<file path="src/rtl/hps_io_csr_slave.sv">
// hps_io_csr_slave: Avalon-MM register slave behind the HPS lightweight bridge.
// Conditions board switches and keys with a synchroniser and a tick-based
// debounce, captures per-bit edges, raises a level interrupt and drives LEDs.
module hps_io_csr_slave #(
  parameter int unsigned NUM_SW          = 4,
  parameter int unsigned NUM_KEY         = 2,
  parameter int unsigned NUM_LED         = 8,
  parameter int unsigned DEBOUNCE_CYCLES = 500000,
  parameter logic [31:0] ID_VALUE        = 32'h1D10_0001
) (
  input  logic               clk,
  input  logic               reset_n,
  input  logic [2:0]         avs_address,
  input  logic               avs_read,
  input  logic               avs_write,
  input  logic [31:0]        avs_writedata,
  input  logic [3:0]         avs_byteenable,
  output logic [31:0]        avs_readdata,
  output logic               avs_readdatavalid,
  output logic               irq,
  input  logic [NUM_SW-1:0]  sw_in,
  input  logic [NUM_KEY-1:0] key_in,
  output logic [NUM_LED-1:0] led_out
);

  localparam int unsigned NS = NUM_SW + NUM_KEY;
  localparam int unsigned PW = (DEBOUNCE_CYCLES > 2) ? $clog2(DEBOUNCE_CYCLES) : 1;
  localparam logic [PW-1:0] PRESC_LAST = PW'(DEBOUNCE_CYCLES - 1);

  localparam logic [2:0] ADDR_ID      = 3'd0;
  localparam logic [2:0] ADDR_STATUS  = 3'd1;
  localparam logic [2:0] ADDR_EDGE    = 3'd2;
  localparam logic [2:0] ADDR_MASK    = 3'd3;
  localparam logic [2:0] ADDR_LED     = 3'd4;
  localparam logic [2:0] ADDR_SCRATCH = 3'd5;

  // Expand the four byte enables into a 32-bit bit mask.
  function automatic logic [31:0] lane_mask(input logic [3:0] be);
    lane_mask = {{8{be[3]}}, {8{be[2]}}, {8{be[1]}}, {8{be[0]}}};
  endfunction

  // Synchroniser stages; keys are inverted so that 1 means pressed.
  logic [NUM_SW-1:0]  sw_meta_q, sw_sync_q;
  logic [NUM_KEY-1:0] key_meta_q, key_sync_q;
  logic [NS-1:0]      sync_vec_s;

  // Sample tick generation.
  logic [PW-1:0] presc_q, presc_d;
  logic          tick_s;

  // Debounce, arming and edge capture.
  logic [NS-1:0] prev_q, stat_q, stat_d, stable_s, edge_set_s;
  logic          tick_seen_q, armed_q;

  // Software-visible registers.
  logic [NS-1:0]      edge_q, edge_d, edge_clr_s;
  logic [NS-1:0]      mask_q, mask_d;
  logic [NUM_LED-1:0] led_q, led_d;
  logic [31:0]        scratch_q, scratch_d;
  logic [31:0]        wr_lanes_s;
  logic               irq_q;

  // Read path.
  logic [31:0] stat_ext_s, edge_ext_s, mask_ext_s, led_ext_s;
  logic [31:0] rdata_q, rdata_d;
  logic        rvalid_q;

  assign sync_vec_s        = {key_sync_q, sw_sync_q};
  assign tick_s            = (presc_q == PRESC_LAST);
  assign avs_readdata      = rdata_q;
  assign avs_readdatavalid = rvalid_q;
  assign irq               = irq_q;
  assign led_out           = led_q;

  // Two-flop synchronisers for the raw switch and key pins.
  always_ff @(posedge clk or negedge reset_n) begin
    if (!reset_n) begin
      sw_meta_q  <= '0;
      sw_sync_q  <= '0;
      key_meta_q <= '0;
      key_sync_q <= '0;
    end else begin
      sw_meta_q  <= sw_in;
      sw_sync_q  <= sw_meta_q;
      key_meta_q <= ~key_in;
      key_sync_q <= key_meta_q;
    end
  end

  // Prescaler wraps at DEBOUNCE_CYCLES-1; the wrap cycle is the tick.
  always_comb begin
    presc_d = presc_q;
    if (tick_s) begin
      presc_d = '0;
    end else begin
      presc_d = presc_q + PW'(1);
    end
  end

  // Debounced status: free load before arming, otherwise a bit follows the
  // sample only when it matched the previous tick's sample.
  always_comb begin
    stat_d     = stat_q;
    edge_set_s = '0;
    stable_s   = ~(sync_vec_s ^ prev_q);
    if (tick_s) begin
      if (!armed_q) begin
        stat_d = sync_vec_s;
      end else begin
        stat_d = (stat_q & ~stable_s) | (sync_vec_s & stable_s);
      end
    end else begin
      stat_d = stat_q;
    end
    if (tick_s && armed_q) begin
      edge_set_s = stat_d ^ stat_q;
    end else begin
      edge_set_s = '0;
    end
  end

  // Register writes with byte lanes; an edge set beats a same-cycle clear.
  always_comb begin
    wr_lanes_s = lane_mask(avs_byteenable);
    edge_clr_s = '0;
    mask_d     = mask_q;
    led_d      = led_q;
    scratch_d  = scratch_q;
    if (avs_write) begin
      case (avs_address)
        ADDR_EDGE:    edge_clr_s = avs_writedata[NS-1:0] & wr_lanes_s[NS-1:0];
        ADDR_MASK:    mask_d = (mask_q & ~wr_lanes_s[NS-1:0]) |
                               (avs_writedata[NS-1:0] & wr_lanes_s[NS-1:0]);
        ADDR_LED:     led_d = (led_q & ~wr_lanes_s[NUM_LED-1:0]) |
                              (avs_writedata[NUM_LED-1:0] & wr_lanes_s[NUM_LED-1:0]);
        ADDR_SCRATCH: scratch_d = (scratch_q & ~wr_lanes_s) | (avs_writedata & wr_lanes_s);
        default:      edge_clr_s = '0;
      endcase
    end else begin
      edge_clr_s = '0;
    end
    edge_d = (edge_q & ~edge_clr_s) | edge_set_s;
  end

  // Zero-extend the narrow registers and select read data (pre-write values).
  always_comb begin
    stat_ext_s = 32'h0;
    edge_ext_s = 32'h0;
    mask_ext_s = 32'h0;
    led_ext_s  = 32'h0;
    stat_ext_s[NS-1:0]      = stat_q;
    edge_ext_s[NS-1:0]      = edge_q;
    mask_ext_s[NS-1:0]      = mask_q;
    led_ext_s[NUM_LED-1:0]  = led_q;
    rdata_d = 32'h0;
    if (avs_read) begin
      case (avs_address)
        ADDR_ID:      rdata_d = ID_VALUE;
        ADDR_STATUS:  rdata_d = stat_ext_s;
        ADDR_EDGE:    rdata_d = edge_ext_s;
        ADDR_MASK:    rdata_d = mask_ext_s;
        ADDR_LED:     rdata_d = led_ext_s;
        ADDR_SCRATCH: rdata_d = scratch_q;
        default:      rdata_d = 32'h0;
      endcase
    end else begin
      rdata_d = 32'h0;
    end
  end

  // Tick counter, debounce state and arming after the second tick.
  always_ff @(posedge clk or negedge reset_n) begin
    if (!reset_n) begin
      presc_q     <= '0;
      prev_q      <= '0;
      stat_q      <= '0;
      tick_seen_q <= 1'b0;
      armed_q     <= 1'b0;
    end else begin
      presc_q <= presc_d;
      stat_q  <= stat_d;
      if (tick_s) begin
        prev_q <= sync_vec_s;
        if (!armed_q) begin
          if (tick_seen_q) begin
            armed_q <= 1'b1;
          end else begin
            tick_seen_q <= 1'b1;
          end
        end
      end
    end
  end

  // Software registers and the interrupt line.
  always_ff @(posedge clk or negedge reset_n) begin
    if (!reset_n) begin
      edge_q    <= '0;
      mask_q    <= '0;
      led_q     <= '0;
      scratch_q <= 32'h0;
      irq_q     <= 1'b0;
    end else begin
      edge_q    <= edge_d;
      mask_q    <= mask_d;
      led_q     <= led_d;
      scratch_q <= scratch_d;
      irq_q     <= |(edge_q & mask_q);
    end
  end

  // Fixed latency-1 read response.
  always_ff @(posedge clk or negedge reset_n) begin
    if (!reset_n) begin
      rdata_q  <= 32'h0;
      rvalid_q <= 1'b0;
    end else begin
      rdata_q  <= rdata_d;
      rvalid_q <= avs_read;
    end
  end

endmodule

</file>
<file path="config.mk">
export PLATFORM = sky130hd
export DESIGN_NAME = hps_io_csr_slave
export DESIGN_NICKNAME = d
export VERILOG_FILES = /design/src/rtl/hps_io_csr_slave.sv
export SDC_FILE = /design/constraint.sdc
export NUM_CORES = 1
export LEC_CHECK = 0
export ABC_AREA = 1
export CAP_MARGIN = 20
export CELL_PAD_IN_SITES_DETAIL_PLACEMENT = 2
export CELL_PAD_IN_SITES_GLOBAL_PLACEMENT = 2
export CORE_MARGIN = 5
export CORE_UTILIZATION = 37
export CTS_CLUSTER_DIAMETER = 30
export DETAILED_ROUTE_END_ITERATION = 7
export DONT_BUFFER_PORTS = 1
export PLACE_DENSITY = 0.76
export SYNTH_ARGS = -nofsm -noshare
export SYNTH_HDL_FRONTEND = slang
export SYNTH_SLANG_ARGS = --single-unit
</file>
<file path="constraint.sdc">
create_clock -name clk -period 2.1 [get_ports clk]
set_input_delay 0.315 -clock clk [delete_from_list [all_inputs] [get_ports clk]]
set_output_delay 0.315 -clock clk [all_outputs]
set_load 0.05 [all_outputs]
</file>
# After elaboration in Yosys (flattened, before gate mapping)
# Cells that the tools add are included.
[word_totals] in_bits=49 ff_bits=131 elab_cells=65 out_inout_bits=42
[classes] n_reduce_logical=7 eq_ne=6 n_addsub=1 bitwise_logic=25 n_mux=10
[op_table] cell="$pmux 32 s6" count=1
[op_table] cell="$and 32x32->32" count=2
[op_table] cell="$and 6x6->6" count=6
[op_table] cell="$mux 32" count=1
[op_table] cell="$not 32->32" count=1
[op_table] cell="$or 32x32->32" count=1
[op_table] cell="$mux 6" count=5
[op_table] cell="$not 6->6" count=4
[op_table] cell="$add 19x1->19 const B" count=1
[op_table] cell="$eq 19x19->1 const B" count=1
[op_table] cell="$mux 19" count=1
[op_table] cell="$or 6x6->6" count=3
[op_table] cell="$and 8x8->8" count=2
[op_table] cell="$xor 6x6->6" count=2
[op_table] cell="$not 8->8" count=1
[op_table] cell="$or 8x8->8" count=1
[op_table] cell="$reduce_and 2->1" count=4
[op_table] cell="$eq 3x2->1 const B" count=2
[op_table] cell="$eq 3x3->1 const B" count=2
[op_table] cell="$reduce_or 6->1" count=1
[op_table] cell="$eq 3x1->1 const B" count=1
[op_table] cell="$logic_not 3->1" count=1
[op_table] cell="$mux 1" count=2
[op_table] cell="$not 2->2" count=1
[op_table] cell="2 further kinds" count=2

# Depth between registers and ports, before layout
# Gate-level depths: netlist of run 1.
[depth] depth_word=10 mapped_depth=10 mapped_depth_nobuf=9

# Worst setup path after synthesis of run 1
# OpenSTA, ideal clock, no wires.
[synth_timing] path_type="reg2reg" from="register presc_q[0]" to="register presc_q[15]" stages_incl_launch_ff=10 setup_ps=119 path_buffers=1 period_less_slack_ps=1582 arrival_time_ps=1463 required_time_ps=1981 path_slack_ps=518 cell_sequence="dfrtp_1 > ha_1 > nand2_1 > nor2_1 > inv_1 > nor2_1 > nand2_1 > nor2_1 > buf_4 > nor2_1"
[synth_between] elab_chain_cells=2 elab_cells_between_ends=3 cone_classes="add/sub (1); eq/ne (1); mux (1)"
[synth_lines] element="start, declared" line_no="48" source="logic [PW-1:0] presc_q, presc_d;"
[synth_lines] element="start signal, assigned" line_no="180" source="presc_q <= presc_d;"
[synth_lines] element="$add 19x1->19 or $eq 19x19->1 (tied branches)" line_no="96, 69"
[synth_lines] element="$mux 19 *" line_no="93" source="if (tick_s) begin"
[synth_lines] element="net presc_d[15]" line_no="48"
# The timed path passes the listed nets; every way through them passes the cells marked *.
# A chain may end at the register's enable or synchronous reset.

# Final worst setup path of run 1
[layout_timing] from="register presc_q[0]" to="register edge_q[5]"
[layout_between] elab_chain_cells=5 elab_cells_between_ends=6 cone_classes="eq/ne (1); mux (2); bitwise (2); reduce/logical (1)"
[layout_lines] element="$eq 19x19->1 *" line_no="69" source="assign tick_s = (presc_q == PRESC_LAST);"
[layout_lines] element="$mux 6" line_no="106" source="if (tick_s) begin"
[layout_lines] element="$xor 6x6->6" line_no="116" source="edge_set_s = stat_d ^ stat_q;"
[layout_lines] element="$mux 6 *" line_no="115" source="if (tick_s && armed_q) begin"
[layout_lines] element="$or 6x6->6 *" line_no="142" source="edge_d = (edge_q & ~edge_clr_s) | edge_set_s;"
[layout_lines] element="net edge_d[5]" line_no="56" source="logic [NS-1:0] edge_q, edge_d, edge_clr_s;"
[layout_lines] element="end signal, assigned" line_no="204" source="edge_q <= edge_d;"
[layout_lines] element="end, declared" line_no="56"
# Marks and branches as above.

==> results of run 1 <==
-- how the worst max path moves through the flow --
stage                         start                    end  slack, ns  cells after the start
4_1_cts        presc_q[0]$_DFF_PN0_    stat_q[0]$_DFF_PN0_       0.19                     10
3_5_place_dp   presc_q[0]$_DFF_PN0_    edge_q[5]$_DFF_PN0_       0.27                      7
5_1_grt        presc_q[0]$_DFF_PN0_    edge_q[4]$_DFF_PN0_      0.007                      7
3_3_place_gp   presc_q[0]$_DFF_PN0_  presc_q[16]$_DFF_PN0_       0.40                      9
6_report       presc_q[0]$_DFF_PN0_    edge_q[5]$_DFF_PN0_       0.23                      7
2_1_floorplan  presc_q[0]$_DFF_PN0_  presc_q[15]$_DFF_PN0_       0.52                      9
-- cells by family (layout without fill, tap and decap cells) --
kind of cell	count (synthesis)	after routing
compound gates	65	65
xor+xnor	15	15
fa+ha+maj	1	1
buf+inv	98	128
flops	131	131
simple gates	338	338
-- cell type report --
| type | count | area, um^2 |
|---|---|---|
| clock buffer | 20 | 466.7 |
| clock inverter | 11 | 103.9 |
| fill | 1607 | 8203 |
| inverter | 84 | 315.3 |
| multi-input combinational | 419 | 1877 |
| sequential | 131 | 3278 |
| tap | 184 | 230.2 |
| timing repair buffer | 13 | 115.1 |
-- critical path, cell delays in order, from the launching register on --
cell	delay [ns]
dfrtp_1	0.44
ha_1	0.30
nand2_1	0.13
nor2_1	0.25
nand3_1	0.13
nor2_2	0.32
nand3_1	0.14
nand2_1	0.10
-- Yosys cell counts --
cell	instances	area share, %
nor2_1	93	6.3
xor2_1	12	1.9
nand4_1	5	0.57
nand3_1	44	4.0
nand2_1	188	13
o31ai_1	6	0.81
o21ai_0	34	3.1
nor2_4	1	0.20
dfrtp_1	131	59
clkbuf_1	6	0.41
xnor2_1	3	0.47
a31oi_1	1	0.11
a21oi_1	21	1.9
nor3_4	2	0.59
inv_1	84	5.7
o21ai_1	1	0.090
buf_2	7	0.63
o211ai_1	1	0.14
a221oi_1	1	0.16
nor3_1	2	0.18
nor3_2	1	0.18
buf_4	1	0.14
nor2_2	1	0.11
ha_1	1	0.23
nand2_2	1	0.11
-- power breakdown --
group          internal [uW]  switching, uW
logic                    141            243
clock network           1720           1140
registers               2770            380
-- layer usage --
metal	part of all wire [%]	global-route usage [%]	vias up
li1	-	-	2040
met1	40	22.27	2209
met2	53	34.25	81
met3	5.2	6.489	12
met4	1.0	5.486	0
met5	0	0	-
-- what timing repair did --
item                                   in CTS  in global routing
setup endpoints to repair                   0                  2
gates resized for setup                     0                  1
endpoints found under the hold margin     138                131
-- stage by stage --
step                hold WS (ns)  total power, uW
finish                   -0.4149             6388
global route             -0.4446             6679
CTS                      -0.4338             6471
detailed placement       0.02529             3567
global placement         0.02388             3512
floorplan                0.01941             3414
==> run metrics, run 1 <==
run status=finished with violations; violated checks=hold timing; total non-filler cell area in the finished layout=roughly 0.0064 mm^2; cells on worst reg2reg path=7; growth of design area from synthesis to finish=15.42%; clock buffer depth=2; final total negative setup slack=0 ns; total number of placement rows=44; worst reg2reg path endpoint=edge_q[5]$_DFF_PN0_; Routability Congestion=around 0.8; Final Max Slew Viols=0; arithmetic-cell share of the synthesized area counting full adders, half adders and majority gates=0.2261%; Antenna Diode Count=0; area inside the core boundary=0.01459 mm^2; post-synthesis cell area=0.005533 mm^2; power density relative to cell area=1000 mW/mm^2; mean instance size in the synthesized netlist=8.538 um^2; CTS clk-pin slew, worst paths=0.06 ns; Hold Crit Class=in2async; via count=4342; number of warning messages in the yosys log=0; reg-to-reg startpoint=presc_q[0]$_DFF_PN0_; number of primary I/O pins=91; first-pass detailed-route iteration total=4; kind of start point of the critical path=register; Worst Setup Path Type=reg2reg; endpoint type of the worst setup path=register; syn_nets=698; post-CTS setup repair buffer count=0; Distinct cells, synth=25; multiplexer share of the synthesized area=0%; Finish-stage setup viols=0; effective utilization at floorplan=37.92%; Clk Tree Root Cell=clkbuf_16; final core area utilization=43.77%; total placed instance area=~0.0057 mm^2; Post-Route Hold Slack=-0.4149 ns; most common cell after layout, fill and taps aside=nand2_1; layout net count=~720; Req. time, crit path=2.45 ns; dominant combinational cell family by area after synthesis=simple AND/OR/NAND/NOR gates; Port Buffer Count=0; antenna-violating nets left=0; hpwl dp=roughly 11 mm; Max Cap Violations=0; Post-route DRC=0; H-tree depth=4; number of DRC markers after the initial detailed-route iteration=~160; pin count of the biggest net entering global routing=132; setup slack on the worst flop-to-flop path=about 0.23 ns; number of antenna violations at the first check in global routing=0; relative slew slack=50.11%; count of state elements after synthesis=131; setup repair after global routing missed its margin=false; min cycle time layout=around 1.9 ns; Skew-Pair Late Insertion Delay=0.42 ns; setup slack after placement=0.2696 ns; via density per instance=5.037; Crit path arrival time=around 2.2 ns; fmax=between 500 and 600 MHz; final worst setup slack=0.2327 ns; synthesized-area fraction occupied by and/or/nand/nor cells=between 20% and 30%; fraction of the yosys area taken by sequential cells=59.25%; gate count after technology mapping=648; crit-path max FO=9; All-Layer GR Usage=19.34%; final wirelength=approximately 16 mm; overall die width=132.3 um; complex-gate fraction of the synthesized area=6.287%; number of clock buffers inserted by TritonCTS=17; die height=between 100 and 150 um; final worst clock skew=0.007704 ns; TritonCTS sink count=131; # hold bufs at CTS=7; number of global-route vias before repair=5067; Max rail drop VDD=0.5582 mV; TritonCTS clock tree=yes; leakage component of the power=around 0.0033 uW; xor/xnor cell area share of the yosys netlist=2.374%; final cell count without fillers=862; commonest non-fill, non-tap cells in the layout=188 x nand2_1, 131 x dfrtp_1, 92 x nor2_1; fraction of final layout cells sized beyond drive strength 1=roughly 6.5%; global-route wire length before repair=26.61 mm; Die ar.=0.01750 mm^2; leftover overflow at the end of global routing=0; actual slew at the worst max-slew pin=0.7465 ns; Hold Fails Final Rpt=131; routed len/inst=18.68 um; number of placed instances, taps included=a little over 800; Period Utilization, post-route=88.92%
No activity file was read; power rests on OpenSTA's default activity.
==> run 2: changes to the inputs <==
CORE_MARGIN = 2   (was 5)
==> run 2 against run 1 <==
The run still ends with hold timing left. Power is 0.83% lower. Core utilization is 0.060 points lower. Critical path depth is 3 higher. Wire length is 4.7% lower. Design area is 0.14% lower. Combinational power is 4% lower. Worst hold slack better by 0.0088 ns. Clock power hardly changed. Cell count is 0.12% higher. Critical endpoint is now stat_q[1]$_DFF_PN0_. Largest power group unchanged. Highest routed layer unchanged.
==> run metrics, run 2 (same netlist as run 1, synthesis figures left out) <==
run status=finished with violations; violated checks=hold timing; share of power burned in registers=49.7% (+0.4 points); first-pass detailed-route iteration total=4 (unchanged); final wirelength=15.34 mm (-4.7%); number of DRC markers after the initial detailed-route iteration=150 (-3.2%); fmax=536.4 MHz (+0.15%); routed len/inst=17.78 um (-4.8%); reg-to-reg startpoint=presc_q[0]$_DFF_PN0_; part of the total power dissipated in combinational logic=5.8% (-0.2 points); most common cell after layout, fill and taps aside=nand2_1; Period Utilization, post-route=88.78% (-0.14 points); family of cells with the greatest summed delay on the critical path=simple AND/OR/NAND/NOR gates; power density relative to cell area=993.4 mW/mm^2 (-0.69%); ordered list of cells on the worst path=ha_1, nand2_1, nor2_2, inv_1, nor2_1, nand2_1, nor2_2, buf_4, nand2_1, nand2_1; final worst setup slack=0.2356 ns (+0.002880 ns); global-route wire length before repair=25.73 mm (-3.3%); min cycle time layout=1.864 ns (-0.002880 ns); hpwl dp=10.97 mm (-1.2%); count of buffering cells on the critical path with inverters included=2 (+2); total number of placement rows=44 (unchanged); Switching Fraction=28.09% (+0.55 points); Req. time, crit path=2.45 ns (about the same); via density per instance=5.034 (about the same); clock buffer depth=2 (unchanged); footprint of the multi-input gates=0.001879 mm^2 (+0.13%); leftover overflow at the end of global routing=0 (unchanged); Die ar.=0.01595 mm^2 (-8.9%); layout net count=716 (unchanged); relative slew slack=48.27% (-1.8 points); Skew-Pair Late Insertion Delay=0.42 ns (about the same); All-Layer GR Usage=20.63% (+1.3 points); endpoint type of the worst setup path=register; Tot Pwr=6335 uW (-0.83%); via count=4344 (+0.046%); worst reg2reg path endpoint=stat_q[1]$_DFF_PN0_; Max rail drop VDD=0.7219 mV (+29%); Hold Crit Class=in2async; number of antenna violations at the first check in global routing=0 (unchanged); setup slack on the worst flop-to-flop path=0.24 ns (about the same); Routability Congestion=0.8124 (+0.21%); Clk Tree Root Cell=clkbuf_16; H-tree depth=4 (unchanged); TritonCTS clock tree=yes; Port Buffer Count=0 (unchanged); Crit path top cell by count=nand2_1; Antenna Diode Count=0 (unchanged); Layout fillers=1622 (+0.93%); setup slack after placement=0.1277 ns (-0.1419 ns); Sequential Area=0.003278 mm^2 (unchanged); Max Cap Violations=0 (unchanged); Worst Setup Path Type=reg2reg; growth of design area from synthesis to finish=15.26%; Post-route DRC=0 (unchanged); Crit path arrival time=2.21 ns (about the same); share of power burned in the clock network=44.5% (-0.2 points); die height=126.3 um (-4.5%); # hold bufs at CTS=7 (unchanged); CTS clk-pin slew, worst paths=0.06 ns (about the same); leakage component of the power=0.003247 uW (-0.17%); commonest non-fill, non-tap cells in the layout=188 x nand2_1, 131 x dfrtp_1, 91 x nor2_1; setup repair after global routing missed its margin=false; kind of start point of the critical path=register; maximum single-stage delay on the critical path=0.43 ns (about the same); pin count of the biggest net entering global routing=132 (unchanged); final worst clock skew=0.007162 ns (-0.0005422 ns); actual slew at the worst max-slew pin=0.7741 ns (+0.02766 ns); fraction of final layout cells sized beyond drive strength 1=6.480% (-0.0096 points); number of clock buffers inserted by TritonCTS=17 (unchanged); antenna-violating nets left=0 (unchanged); TritonCTS sink count=131 (unchanged); Hold Fails Final Rpt=131 (unchanged); net switching power of the design=1779 uW (+1.1%); Finish-stage setup viols=0 (unchanged); area inside the core boundary=0.01459 mm^2 (unchanged); internal power consumption=4556 uW (-1.6%); final total negative setup slack=0 ns (unchanged); Critical-path top delay cell=dfrtp_1; overall die width=126.3 um (-4.5%); effective utilization at floorplan=37.92% (unchanged); number of global-route vias before repair=4845 (-4.4%); cells on worst reg2reg path=10 (+3); Post-Route Hold Slack=-0.4061 ns (+0.008812 ns); crit-path max FO=9 (unchanged); Final Max Slew Viols=0 (unchanged); number of primary I/O pins=91 (unchanged)
## run 2: changes by cell type in the layout (fill, tap and decap cells not counted)
cell and delta:
clkbuf_8 -3, nor2_2 +1, clkinvlp_4 -1, nor2_1 -1, clkinv_4 +1, inv_6 +3
clkbuf_1 +2, clkinv_2 -1
## run 2: per-stage QoR
stage               util [%]  area (um^2)  instances
floorplan                  -         5533        648
global placement       39.37         5743        824
detailed placement     39.37         5743        824
CTS                    43.68         6372        863
global route           43.71         6377        863
finish                 43.71         6377        863
## run 2: routing by layer
metal / up-vias / share of wire, % / global-route usage (%)
li1: 2041 / - / -
met1: 2228 / 44 / 25.88
met2: 64 / 52 / 35.86
met3: 11 / 3.5 / 5.650
met4: 0 / 0.97 / 4.331
met5: - / 0 / 0
## run 2: worst register-to-register path, cell delays in order, from the launching register on
cell and delay (ns):
dfrtp_1 0.43, ha_1 0.29, nand2_1 0.11, nor2_2 0.17
inv_1 0.06, nor2_1 0.11, nand2_1 0.08, nor2_2 0.17
buf_4 0.20, nand2_1 0.09, nand2_1 0.09
## run 2: how the worst max path moves through the flow
stage / slack, ns / cells past startpoint / endpoint / from
floorplan: 0.52 / 9 / presc_q[15]$_DFF_PN0_ / presc_q[0]$_DFF_PN0_
global route: 0.04 / 10 / stat_q[1]$_DFF_PN0_ / presc_q[0]$_DFF_PN0_
detailed placement: 0.13 / 10 / stat_q[4]$_DFF_PN0_ / presc_q[0]$_DFF_PN0_
CTS: 0.04 / 10 / stat_q[1]$_DFF_PN0_ / presc_q[0]$_DFF_PN0_
global placement: 0.31 / 9 / presc_q[16]$_DFF_PN0_ / presc_q[0]$_DFF_PN0_
finish: 0.24 / 10 / stat_q[1]$_DFF_PN0_ / presc_q[0]$_DFF_PN0_
## run 2: area by class of cell
type	instances	share of cell area (%)
well taps	184	3.610
clock buffers	19	6.788
clock inverters	13	1.982
inverters	84	4.944
multi-input cells	419	29.47
flip-flops and latches	131	51.40
repair buffers	13	1.805
## run 2: timing repair
action / CTS / global route
endpoints found under the setup margin: 0 / 9
setup buffers: 0 / 0
endpoints found under the hold margin: 138 / 131
gates resized for setup: 0 / 2
## run 2: power by group through the flow
stage                     registers, uW  logic [uW]  clock network (uW)
after floorplan                    3140         276                   0
after global placement             3180         330                   0
after detailed placement           3200         366                   0
after CTS                          3160         381                2890
after global routing               3180         445                3000
final                              3150         370                2820
